File: config.mk
export PLATFORM = sky130hd
export DESIGN_NAME = dma_rd_streamer
export DESIGN_NICKNAME = d
export VERILOG_FILES = /design/src/rtl/dma_pkg.sv /design/src/rtl/dma_len_fifo.sv /design/src/rtl/dma_rd_streamer.sv
export SDC_FILE = /design/constraint.sdc
export NUM_CORES = 1
export LEC_CHECK = 0
export BUFFER_PORTS_ARGS = -buffer_cell sky130_fd_sc_hd__buf_2
export CORE_UTILIZATION = 40
export CTS_CLUSTER_DIAMETER = 60
export DETAILED_ROUTE_END_ITERATION = 10
export PLACE_DENSITY = 0.71
export SETUP_SLACK_MARGIN = 0.4
export SLEW_MARGIN = 20
export SYNTH_ARGS = -nofsm -noshare
export SYNTH_HDL_FRONTEND = slang
export SYNTH_HIERARCHICAL = 1
export SYNTH_SLANG_ARGS = --single-unit
export TNS_END_PERCENT = 100
File: constraint.sdc
create_clock -name clk -period 8.2 [get_ports clk]
set_input_delay 1.23 -clock clk [delete_from_list [all_inputs] [get_ports clk]]
set_output_delay 1.23 -clock clk [all_outputs]
set_load 0.1 [all_outputs]
File: src/rtl/dma_pkg.sv
// Shared DMA types: read-streamer state encoding, error report record and
// the 4 KiB burst boundary helper.
package dma_pkg;

    localparam int DMA_ADDR_W      = 32;
    localparam int DMA_4K_BOUNDARY = 4096;

    typedef enum logic [2:0] {
        ST_IDLE  = 3'd0,
        ST_CHECK = 3'd1,
        ST_ISSUE = 3'd2,
        ST_DRAIN = 3'd3,
        ST_DONE  = 3'd4
    } dma_rd_st_t;

    typedef enum logic [1:0] {
        DMA_ERR_NONE = 2'd0,
        DMA_ERR_RD   = 2'd1,
        DMA_ERR_WR   = 2'd2,
        DMA_ERR_DESC = 2'd3
    } dma_err_src_t;

    typedef struct packed {
        logic                  valid;
        dma_err_src_t          src;
        logic [DMA_ADDR_W-1:0] addr;
    } s_dma_error_t;

    // Bytes from an address offset (within a 4 KiB page) to the next page start.
    function automatic logic [12:0] bytes_to_boundary(input logic [11:0] page_off);
        return 13'(DMA_4K_BOUNDARY) - {1'b0, page_off};
    endfunction

endpackage

File: src/rtl/dma_len_fifo.sv
// Small synchronous FIFO holding the beat count of each outstanding burst.
// An empty FIFO with push and pop in the same cycle passes the data through.
module dma_len_fifo #(
    parameter int DEPTH = 4,
    parameter int WIDTH = 9
) (
    input  logic             clk,
    input  logic             rst,
    input  logic             push,
    input  logic [WIDTH-1:0] push_data,
    input  logic             pop,
    output logic [WIDTH-1:0] pop_data,
    output logic             full,
    output logic             empty
);

    localparam int PW = (DEPTH > 1) ? $clog2(DEPTH) : 1;
    localparam int CW = $clog2(DEPTH + 1);

    logic [WIDTH-1:0] mem [DEPTH];
    logic [PW-1:0]    wr_ptr;
    logic [PW-1:0]    rd_ptr;
    logic [CW-1:0]    count;
    logic             do_push;
    logic             do_pop;
    logic             bypass;

    assign full     = (count == CW'(DEPTH));
    assign empty    = (count == '0);
    assign bypass   = empty & push & pop;
    assign do_push  = push & (~full | pop) & ~bypass;
    assign do_pop   = pop & ~empty;
    assign pop_data = empty ? push_data : mem[rd_ptr];

    // Storage array: data only, no reset needed.
    always_ff @(posedge clk) begin
        if (do_push) mem[wr_ptr] <= push_data;
    end

    // Pointer and occupancy bookkeeping.
    always_ff @(posedge clk or posedge rst) begin
        if (rst) begin
            wr_ptr <= '0;
            rd_ptr <= '0;
            count  <= '0;
        end else begin
            if (do_push) wr_ptr <= (wr_ptr == PW'(DEPTH - 1)) ? '0 : wr_ptr + 1'b1;
            if (do_pop)  rd_ptr <= (rd_ptr == PW'(DEPTH - 1)) ? '0 : rd_ptr + 1'b1;
            case ({do_push, do_pop})
                2'b10:   count <= count + 1'b1;
                2'b01:   count <= count - 1'b1;
                default: count <= count;
            endcase
        end
    end

endmodule

File: src/rtl/dma_rd_streamer.sv
// Read-side DMA streamer: splits a descriptor into AXI read bursts (capped by
// MAX_BURST_LEN and 4 KiB pages), limits outstanding bursts, counts in-order
// responses and reports done plus the first error back to the control FSM.
// Optional performance counters: define DMA_RD_STREAMER_PERF_EN.
module dma_rd_streamer
    import dma_pkg::*;
#(
    parameter int ADDR_WIDTH      = 32,
    parameter int BYTES_WIDTH     = 32,
    parameter int BUS_BYTES       = 8,
    parameter int MAX_BURST_LEN   = 16,
    parameter int MAX_OUTSTANDING = 4
) (
    input  logic                   clk,
    input  logic                   rst,
    input  logic                   stream_valid_i,
    input  logic [ADDR_WIDTH-1:0]  desc_src_addr_i,
    input  logic [BYTES_WIDTH-1:0] desc_num_bytes_i,
    output logic                   stream_done_o,
    output s_dma_error_t           stream_err_o,
    output logic                   req_valid_o,
    input  logic                   req_ready_i,
    output logic [ADDR_WIDTH-1:0]  req_addr_o,
    output logic [7:0]             req_len_o,
    output logic [2:0]             req_size_o,
    input  logic                   rsp_valid_i,
    input  logic                   rsp_err_i
`ifdef DMA_RD_STREAMER_PERF_EN
    ,
    output logic [31:0]            perf_bursts_o,
    output logic [31:0]            perf_stall_o
`endif
);

    localparam int SIZE_LOG2 = $clog2(BUS_BYTES);
    localparam int OUT_W     = $clog2(MAX_OUTSTANDING) + 1;

    dma_rd_st_t             state;
    dma_rd_st_t             state_nxt;
    logic [ADDR_WIDTH-1:0]  cur_addr;
    logic [ADDR_WIDTH-1:0]  rsp_addr;
    logic [BYTES_WIDTH-1:0] rem_beats;
    logic [OUT_W-1:0]       outstanding;
    logic                   err_seen;
    logic                   done_seen;
    logic [12:0]            beats_to_4k;
    logic [8:0]             burst_beats;
    logic [8:0]             pop_beats;
    logic                   fifo_full;
    logic                   fifo_empty;
    logic                   misaligned;
    logic                   req_fire;
    logic                   rsp_active;
    logic                   rsp_err_new;
    logic                   start;

    assign start       = (state == ST_IDLE) & stream_valid_i;
    assign misaligned  = ((desc_src_addr_i & ADDR_WIDTH'(BUS_BYTES - 1)) != '0) |
                         ((desc_num_bytes_i & BYTES_WIDTH'(BUS_BYTES - 1)) != '0);
    assign beats_to_4k = bytes_to_boundary(cur_addr[11:0]) >> SIZE_LOG2;
    assign req_valid_o = (state == ST_ISSUE) & (outstanding < OUT_W'(MAX_OUTSTANDING)) & ~fifo_full;
    assign req_fire    = req_valid_o & req_ready_i;
    assign rsp_active  = ((state == ST_CHECK) | (state == ST_ISSUE) | (state == ST_DRAIN)) &
                         rsp_valid_i & (outstanding != '0) & ~fifo_empty;
    assign rsp_err_new = rsp_active & rsp_err_i & ~err_seen;

    assign req_addr_o    = (state == ST_ISSUE) ? cur_addr : '0;
    assign req_len_o     = (state == ST_ISSUE) ? 8'(burst_beats - 9'd1) : '0;
    assign req_size_o    = 3'(SIZE_LOG2);
    assign stream_done_o = (state == ST_DONE) & ~done_seen;

    // Burst size: smallest of remaining beats, burst cap and beats left in the page.
    always_comb begin
        logic [BYTES_WIDTH-1:0] b;
        b = BYTES_WIDTH'(MAX_BURST_LEN);
        if (BYTES_WIDTH'(beats_to_4k) < b) b = BYTES_WIDTH'(beats_to_4k);
        if (rem_beats < b)                 b = rem_beats;
        burst_beats = 9'(b);
    end

    // First-error report: alignment fault in CHECK, or first failing burst response.
    always_comb begin
        stream_err_o = '0;
        if ((state == ST_CHECK) && misaligned) begin
            stream_err_o.valid = 1'b1;
            stream_err_o.src   = DMA_ERR_RD;
            stream_err_o.addr  = DMA_ADDR_W'(desc_src_addr_i);
        end else if (rsp_err_new) begin
            stream_err_o.valid = 1'b1;
            stream_err_o.src   = DMA_ERR_RD;
            stream_err_o.addr  = DMA_ADDR_W'(rsp_addr);
        end
    end

    // Next-state logic.
    always_comb begin
        state_nxt = state;
        case (state)
            ST_IDLE:  if (stream_valid_i) state_nxt = ST_CHECK;
            ST_CHECK: begin
                if (misaligned || (desc_num_bytes_i == '0)) state_nxt = ST_DONE;
                else                                        state_nxt = ST_ISSUE;
            end
            ST_ISSUE: begin
                if (rsp_active && rsp_err_i)                                 state_nxt = ST_DRAIN;
                else if (req_fire && (rem_beats == BYTES_WIDTH'(burst_beats))) state_nxt = ST_DRAIN;
            end
            ST_DRAIN: if (outstanding == '0) state_nxt = ST_DONE;
            ST_DONE:  if (!stream_valid_i)   state_nxt = ST_IDLE;
            default:  state_nxt = ST_IDLE;
        endcase
    end

    // Control state, beat and outstanding counters.
    always_ff @(posedge clk or posedge rst) begin
        if (rst) begin
            state       <= ST_IDLE;
            rem_beats   <= '0;
            outstanding <= '0;
            err_seen    <= 1'b0;
            done_seen   <= 1'b0;
        end else begin
            state     <= state_nxt;
            done_seen <= (state == ST_DONE);
            if (start) begin
                rem_beats <= desc_num_bytes_i >> SIZE_LOG2;
                err_seen  <= 1'b0;
            end else begin
                if (req_fire)    rem_beats <= rem_beats - BYTES_WIDTH'(burst_beats);
                if (rsp_err_new) err_seen  <= 1'b1;
            end
            case ({req_fire, rsp_active})
                2'b10:   outstanding <= outstanding + 1'b1;
                2'b01:   outstanding <= outstanding - 1'b1;
                default: outstanding <= outstanding;
            endcase
        end
    end

    // Request and response address tracking (data path, not reset).
    always_ff @(posedge clk) begin
        if (start) begin
            cur_addr <= desc_src_addr_i;
            rsp_addr <= desc_src_addr_i;
        end else begin
            if (req_fire)   cur_addr <= cur_addr + (ADDR_WIDTH'(burst_beats) << SIZE_LOG2);
            if (rsp_active) rsp_addr <= rsp_addr + (ADDR_WIDTH'(pop_beats) << SIZE_LOG2);
        end
    end

    dma_len_fifo #(
        .DEPTH (MAX_OUTSTANDING),
        .WIDTH (9)
    ) u_len_fifo (
        .clk       (clk),
        .rst       (rst),
        .push      (req_fire),
        .push_data (burst_beats),
        .pop       (rsp_active),
        .pop_data  (pop_beats),
        .full      (fifo_full),
        .empty     (fifo_empty)
    );

`ifdef DMA_RD_STREAMER_PERF_EN
    function automatic logic [31:0] sat_inc(input logic [31:0] v);
        return (v == '1) ? v : v + 32'd1;
    endfunction

    // Burst and stall counters, restarted for every descriptor.
    always_ff @(posedge clk or posedge rst) begin
        if (rst) begin
            perf_bursts_o <= '0;
            perf_stall_o  <= '0;
        end else if (start) begin
            perf_bursts_o <= '0;
            perf_stall_o  <= '0;
        end else begin
            if (req_fire)                   perf_bursts_o <= sat_inc(perf_bursts_o);
            if (req_valid_o & ~req_ready_i) perf_stall_o  <= sat_inc(perf_stall_o);
        end
    end
`endif

endmodule

Yosys cells after proc, flatten, opt, wreduce, memory -nomap -nowiden
Memory sizes are Yosys's and may differ from the RTL's.
Cells that the tools add are included.
{"block": "totals", "register_bits": 111, "mem_bits_rw": 36, "input_bits": 70, "output_inout_bits": 80, "elab_cells": 110, "mem_count": 1}
{"block": "classes", "addsub": 11, "magnitude_cmp": 3, "eq_ne": 16, "mux": 28, "bitwise": 24, "reduce_logical": 17}
{"memory": "u_len_fifo.mem", "depth": 4, "word_bits": 9, "read_ports": 1, "rd_ports_with_merged_regs": 0, "wr": 1, "line": "dma_len_fifo.sv:20", "text": "logic [WIDTH-1:0] mem [DEPTH];"}
{"operator": "32-bit 2-to-1 mux", "n": 7}
{"operator": "35-bit 2-to-1 mux", "n": 2}
{"operator": "32-bit by 12-bit adder with 32-bit output", "n": 2}
{"operator": "32-bit nonzero test", "n": 2}
{"operator": "32-bit by 9-bit == test with 1-bit output", "n": 1}
{"operator": "32-bit zero test", "n": 1}
{"operator": "32-bit by 10-bit < comparator with 1-bit output", "n": 1}
{"operator": "32-bit by 9-bit subtractor with 32-bit output", "n": 1}
{"operator": "3-bit 2-to-1 mux", "n": 6}
{"operator": "9-bit 2-to-1 mux", "n": 2}
{"operator": "1-bit bitwise AND", "n": 15}
{"operator": "3-bit one-hot mux with 5 select lines", "n": 1}
{"operator": "13-bit by 12-bit subtractor with 13-bit output (first input constant)", "n": 1}
{"operator": "3-bit one-hot mux with 2 select lines", "n": 2}
{"operator": "10-bit by 5-bit < comparator with 1-bit output (second input constant)", "n": 1}
{"operator": "10-bit 2-to-1 mux", "n": 1}
{"operator": "2-bit nonzero test", "n": 5}
{"operator": "3-bit zero test", "n": 3}
{"operator": "2-bit == test (second input constant)", "n": 4}
{"operator": "8-bit 2-to-1 mux", "n": 1}
{"operator": "8-bit by 1-bit subtractor with 8-bit output (second input constant)", "n": 1}
{"operator": "3-bit by 1-bit adder with 3-bit output (second input constant)", "n": 2}
{"operator": "3-bit by 2-bit == test with 1-bit output (second input constant)", "n": 2}
{"operator": "3-bit == test (second input constant)", "n": 2}
{"operator": "16 further kinds", "n": 33}

Depth between registers and ports, before layout
{"block": "depth", "ltp_word": 11, "depth_mapped": 26, "mapped_depth_nobuf": 24}

By module
The synthesis kept the hierarchy.
{"module": "dma_rd_streamer", "instances": 1, "cells_each": 1007, "area_per_inst_um2": 8275.4}
{"module": "dma_len_fifo", "instances": 1, "cells_each": 98, "area_per_inst_um2": 1865.5}

Least setup slack after synthesis
No wires, ideal clock.
{"block": "synth_path", "path_type": "flip-flop to output port", "start": "register cur_addr[0]", "end": "output req_len_o[2]", "arrival_time_ns": 5.449, "t_required_ns": 6.970, "slack_ns": 1.521, "stages_incl_launch_ff": 13, "n_path_buf": 2, "path_cell_list": "edfxtp_1 or4_4 buf_6 nor4_1 nand3b_1 ha_1 a21oi_1 nor2_1 o31ai_1 nand3_1 clkbuf_1 and3_1 a211oi_1"}
{"block": "synth_via", "elab_chain_cells": 7}
{"element": "start: declaration", "line": "dma_rd_streamer.sv:40", "text": "logic [ADDR_WIDTH-1:0] cur_addr;"}
{"element": "start signal: assignment", "line": "dma_rd_streamer.sv:143", "text": "cur_addr <= desc_src_addr_i;"}
{"element": "start signal: assignment", "line": "dma_rd_streamer.sv:146", "text": "if (req_fire) cur_addr <= cur_addr + (ADDR_WIDTH'(burst_beats) << SIZE_LOG2);"}
{"element": "13-bit by 12-bit subtractor with 13-bit output (*)", "line": "dma_pkg.sv:31", "text": "return 13'(DMA_4K_BOUNDARY) - {1'b0, page_off};"}
{"element": "10-bit by 5-bit < comparator with 1-bit output", "line": "dma_rd_streamer.sv:76", "text": "if (BYTES_WIDTH'(beats_to_4k) < b) b = BYTES_WIDTH'(beats_to_4k);"}
{"element": "10-bit 2-to-1 mux (*)", "line": "dma_rd_streamer.sv:76"}
{"element": "32-bit by 10-bit < comparator with 1-bit output", "line": "dma_rd_streamer.sv:77", "text": "if (rem_beats < b) b = rem_beats;"}
{"element": "9-bit 2-to-1 mux (*)", "line": "dma_rd_streamer.sv:77"}
{"element": "8-bit by 1-bit subtractor with 8-bit output (*)", "line": "dma_rd_streamer.sv:68", "text": "assign req_len_o = (state == ST_ISSUE) ? 8'(burst_beats - 9'd1) : '0;"}
{"element": "8-bit 2-to-1 mux (*)", "line": "dma_rd_streamer.sv:68"}
{"element": "end: declaration", "line": "dma_rd_streamer.sv:24", "text": "output logic [7:0] req_len_o,"}
Every way passes the cells marked *; elsewhere a longest branch is shown, timed or not.

Worst setup path in the final report
{"block": "layout_path", "start": "register cur_addr[0]", "end": "register rsp_addr[31], data pin"}
{"block": "layout_via", "elab_chain_cells": 9}
{"element": "13-bit by 12-bit subtractor with 13-bit output (*)", "line": "dma_pkg.sv:31"}
{"element": "10-bit by 5-bit < comparator with 1-bit output", "line": "dma_rd_streamer.sv:76"}
{"element": "10-bit 2-to-1 mux (*)", "line": "dma_rd_streamer.sv:76"}
{"element": "32-bit by 10-bit < comparator with 1-bit output", "line": "dma_rd_streamer.sv:77"}
{"element": "9-bit 2-to-1 mux (*)", "line": "dma_rd_streamer.sv:77"}
{"element": "named net burst_beats[0]", "line": "dma_rd_streamer.sv:47", "text": "logic [8:0] burst_beats;"}
{"element": "9-bit 2-to-1 mux (*)", "line": "dma_len_fifo.sv:33", "text": "assign pop_data = empty ? push_data : mem[rd_ptr];"}
{"element": "named net pop_beats[0]", "line": "dma_rd_streamer.sv:48", "text": "logic [8:0] pop_beats;"}
{"element": "32-bit by 12-bit adder with 32-bit output (*)", "line": "dma_rd_streamer.sv:147", "text": "if (rsp_active) rsp_addr <= rsp_addr + (ADDR_WIDTH'(pop_beats) << SIZE_LOG2);"}
{"element": "32-bit 2-to-1 mux (*)", "line": "dma_rd_streamer.sv:147"}
{"element": "32-bit 2-to-1 mux (*)", "line": "dma_rd_streamer.sv:142", "text": "if (start) begin"}
{"element": "end signal: assignment", "line": "dma_rd_streamer.sv:144", "text": "rsp_addr <= desc_src_addr_i;"}
{"element": "end signal: assignment", "line": "dma_rd_streamer.sv:147"}
{"element": "end: declaration", "line": "dma_rd_streamer.sv:41", "text": "logic [ADDR_WIDTH-1:0] rsp_addr;"}
The timed path passes the listed nets; every way through them passes the cells marked *. The select of a mux whose other input is x is not followed.
A chain may end at the register's enable or synchronous reset.

==> impl_summary.log <==
INFO  metric report.final.setup_viol = 0
INFO  metric layout-drive-gt1-share = 19.4%
INFO  metric cts_tree = done
INFO  metric synth-warning-count = 6
INFO  metric power.total = roughly 5.3 mW
INFO  metric cts_hold_repair.buffers = 0
INFO  metric area.growth.synth_to_final = 15.3%
INFO  metric global_route.overflow_total = 0
INFO  metric routedWlPerCell = 18.6 um
INFO  metric grt_max_degree = 88
INFO  metric run_status = completed
INFO  metric worst_clock_skew = 13.7 ps
INFO  metric rsz_0062_raised_after_global_routing = false
INFO  metric worst_hold_path.num_cells = 1
INFO  metric dp_hpwl = 20900 um
INFO  metric final-hold-violation-count = 0
INFO  metric count_of_flip_flops_with_a_built_in_enable_after_synthesis = 100
INFO  metric post_dp_cell_area = 0.0111 mm2
INFO  metric cts-root-to-sink-buffers = 2
INFO  metric number_of_nets_with_antenna_violations_after_detailed_routing = 0
INFO  metric syn_area_per_cell = 9.18 um2
INFO  metric power_leakage = 4.79 nW
INFO  metric cp.arrival = 7310 ps
INFO  metric cellPowerDensity = 451 mW/mm2
INFO  metric drt_iter0_markers = 884
INFO  metric post_cts_buffers = 0
INFO  metric critical_path.max_fanout = 14
INFO  metric postRouteWirelength = 29100 um
INFO  metric hp-class = flop to flop
INFO  metric track_usage = between 20% and 30%
INFO  metric setup_slack = 1040 ps
INFO  metric report.final.slew_viol_count = 0
INFO  metric worst_ir_drop_vdd = 0.000272 V
INFO  metric synth-main-ff-cell = sky130_fd_sc_hd__edfxtp_1
INFO  metric port-buffer-count = about 150
INFO  metric worst_slew_margin_rel = 29.0%
INFO  metric die_height = between 150 and 200 um
INFO  metric finalSetupTns = 0 ps
INFO  metric htree_levels = 4
INFO  metric nets = 1335
INFO  metric finish.instance_area = 0.0117 mm2
INFO  metric clock_sinks = ~150
INFO  metric grt_pass1_vias = 8497
INFO  metric mappedNetlistArea = ~0.010 mm2
INFO  metric fp.dieW = around 160 um
INFO  metric tritoncts_buffer_count = 17
INFO  metric final_core_util = 47.5%
INFO  metric design.portCount = 150
INFO  metric core_region_area = 0.0246 mm2
INFO  metric die_area = 0.0260 mm2
INFO  metric antenna-diode-count = 0
INFO  metric ctsRootBufferMaster = sky130_fd_sc_hd__clkbuf_16
INFO  metric postSynth.asyncResetShare = 32.0%
INFO  metric clk-insertion-delay-late = 430 ps
INFO  metric place.gp.congestion = around 0.9
INFO  metric max_slew.worst_pin.slew = 1050 ps
INFO  metric max-cap-violations = 0
INFO  metric rr_worst_depth = 22
INFO  metric count_of_cells_resized_by_post_cts_repair = 0
INFO  metric rows = 57
INFO  metric route.vias.total = 9106
INFO  metric postSynthCellCount = about 1100
INFO  metric initial_utilization = 41.2%
INFO  metric post-route-period-util = 87.3%
INFO  metric timing.critical_path.from_type = flop
INFO  metric timing.critical_path.required = 8350 ps
INFO  metric drc = 0
INFO  metric crit_path_class = flop to flop
INFO  metric final_period_minus_worst_setup_slack = between 7000 and 8000 ps
INFO  metric drt_first_pass_iters = 8
INFO  metric pre_cts_ws = 1070 ps
INFO  metric synth_seq_area_share = 41.2%
INFO  metric synthDistinctLibCells = 87
INFO  metric timing.fmax = 0.140 GHz
INFO  metric worst_setup_path_end_kind = flop
INFO  metric cts.clk_slew.worst_paths = about 70 ps
INFO  metric grt_first_pass_wirelength = 45900 um
INFO  metric synth-seq-cells = roughly 150
INFO  metric viasPerCell = 5.82
INFO  metric number_of_antenna_violations_at_the_first_check_in_global_routing = 0
## final timing paths
kind | from | to | slack (ps)
worst max-delay path | cur_addr[0] | rsp_addr[31] | 1040
worst min-delay path | outstanding[0] | outstanding[0] | 510
min in group asynchronous | rst | u_len_fifo/count[0] | 730
max in group asynchronous | rst | err_seen | 6880
worst min register to register | outstanding[0] | outstanding[0] | 510
worst max register to register | cur_addr[0] | rsp_addr[31] | 1040
## worst max-delay path, stage by stage (launching register included)
cell	delay (ps)
sky130_fd_sc_hd__edfxtp_1	410
sky130_fd_sc_hd__or4_4	620
sky130_fd_sc_hd__xnor2_1	230
sky130_fd_sc_hd__nand2_1	400
sky130_fd_sc_hd__ha_1	440
sky130_fd_sc_hd__nor2_1	50
sky130_fd_sc_hd__nor4b_2	360
sky130_fd_sc_hd__o31a_1	420
sky130_fd_sc_hd__nor3_4	150
sky130_fd_sc_hd__o21ai_0	850
sky130_fd_sc_hd__mux2_2	310
sky130_fd_sc_hd__ha_1	170
sky130_fd_sc_hd__inv_1	60
sky130_fd_sc_hd__fa_1	400
sky130_fd_sc_hd__nor2b_1	110
sky130_fd_sc_hd__o21ai_0	100
sky130_fd_sc_hd__a21boi_0	250
sky130_fd_sc_hd__o21ai_0	140
sky130_fd_sc_hd__a21oi_1	240
sky130_fd_sc_hd__o21bai_1	330
sky130_fd_sc_hd__a2111oi_0	600
sky130_fd_sc_hd__xnor2_1	180
sky130_fd_sc_hd__a21oi_1	80
## kinds of logic after synthesis
logic type | Yosys count | share of synthesized area (%)
AND/OR/NAND/NOR | 440 | 21.6
AO/OA/AOI/OAI | 284 | 18.6
flip-flops | 147 | 41.2
buffers and inverters | 113 | 4.61
XOR/XNOR | 54 | 4.85
adder cells (fa/ha/maj) | 38 | 4.98
multiplexers | 27 | 4.07
other | 2 | 0.0741
## layer usage
metal | global-route usage (%) | vias up | routed length, um
met4 | 8.32 | 0 | 840
met5 | 0 | - | 0
met3 | 3.75 | 55 | 1960
met2 | 35.8 | 397 | 13700
met1 | 30.8 | 4342 | 12600
li1 | - | 4312 | -
## where the power goes
| group | switching, mW | leakage, nW | internal [mW] |
|---|---|---|---|
| Sequential | 0.347 | 1.54 | 1.17 |
| Clock | 0.339 | 0.269 | 0.394 |
| Combinational | 2.19 | 2.98 | 0.829 |
## cell usage after synthesis (all sizes together) (29+ instances only)
library cell    n  share of area, %
dfrtp          47                12
nand3          29               1.4
o21ai          56               2.9
a31oi          31               2.0
nand2         160               5.9
clkbuf         43               1.6
and2           46               2.8
inv            51               1.9
ha             34               4.2
a21oi          79               3.9
xnor2          34               3.1
edfxtp        100                30
nor2           77               2.9
## sequential cells by signal, summed over array words and instances, names as in the netlist
signal / count
outstanding: 3
state: 3
rsp_addr: 32
u_len_fifo/wr_ptr: 2
u_len_fifo/count: 3
cur_addr: 32
u_len_fifo/mem: 36
u_len_fifo/rd_ptr: 2
err_seen: 1
done_seen: 1
rem_beats: 32
## stage by stage
stage	hold slack (ps)	std cells
6_report	507	1564
5_1_grt	536	1564
4_1_cts	507	1563
3_5_place_dp	493	1531
3_3_place_gp	490	1531
2_1_floorplan	465	1112
## cells in the final DEF, fill, tap and decap left out, types with 34 or more instances in the layout
master / netlist / final
sky130_fd_sc_hd__inv_1: 50 / 49
sky130_fd_sc_hd__dfrtp_1: 47 / 47
sky130_fd_sc_hd__a21oi_1: 79 / 79
sky130_fd_sc_hd__nand2_1: 160 / 160
sky130_fd_sc_hd__o21ai_0: 39 / 39
sky130_fd_sc_hd__edfxtp_1: 100 / 100
sky130_fd_sc_hd__nor2_1: 77 / 77
sky130_fd_sc_hd__and2_1: 45 / 45
sky130_fd_sc_hd__ha_1: 34 / 34
sky130_fd_sc_hd__buf_2: 4 / 145
## area by class of cell
type                            instances  area [um2]
Clock buffer                           17         425
Tap cell                              324         405
Multi-Input combinational cell        853        5550
Sequential cell                       147        4180
Clock inverter                         15         120
Timing Repair Buffer                  157         816
Fill cell                            2327       12900
Inverter                               51         196
(Power assumes the default switching activity.)
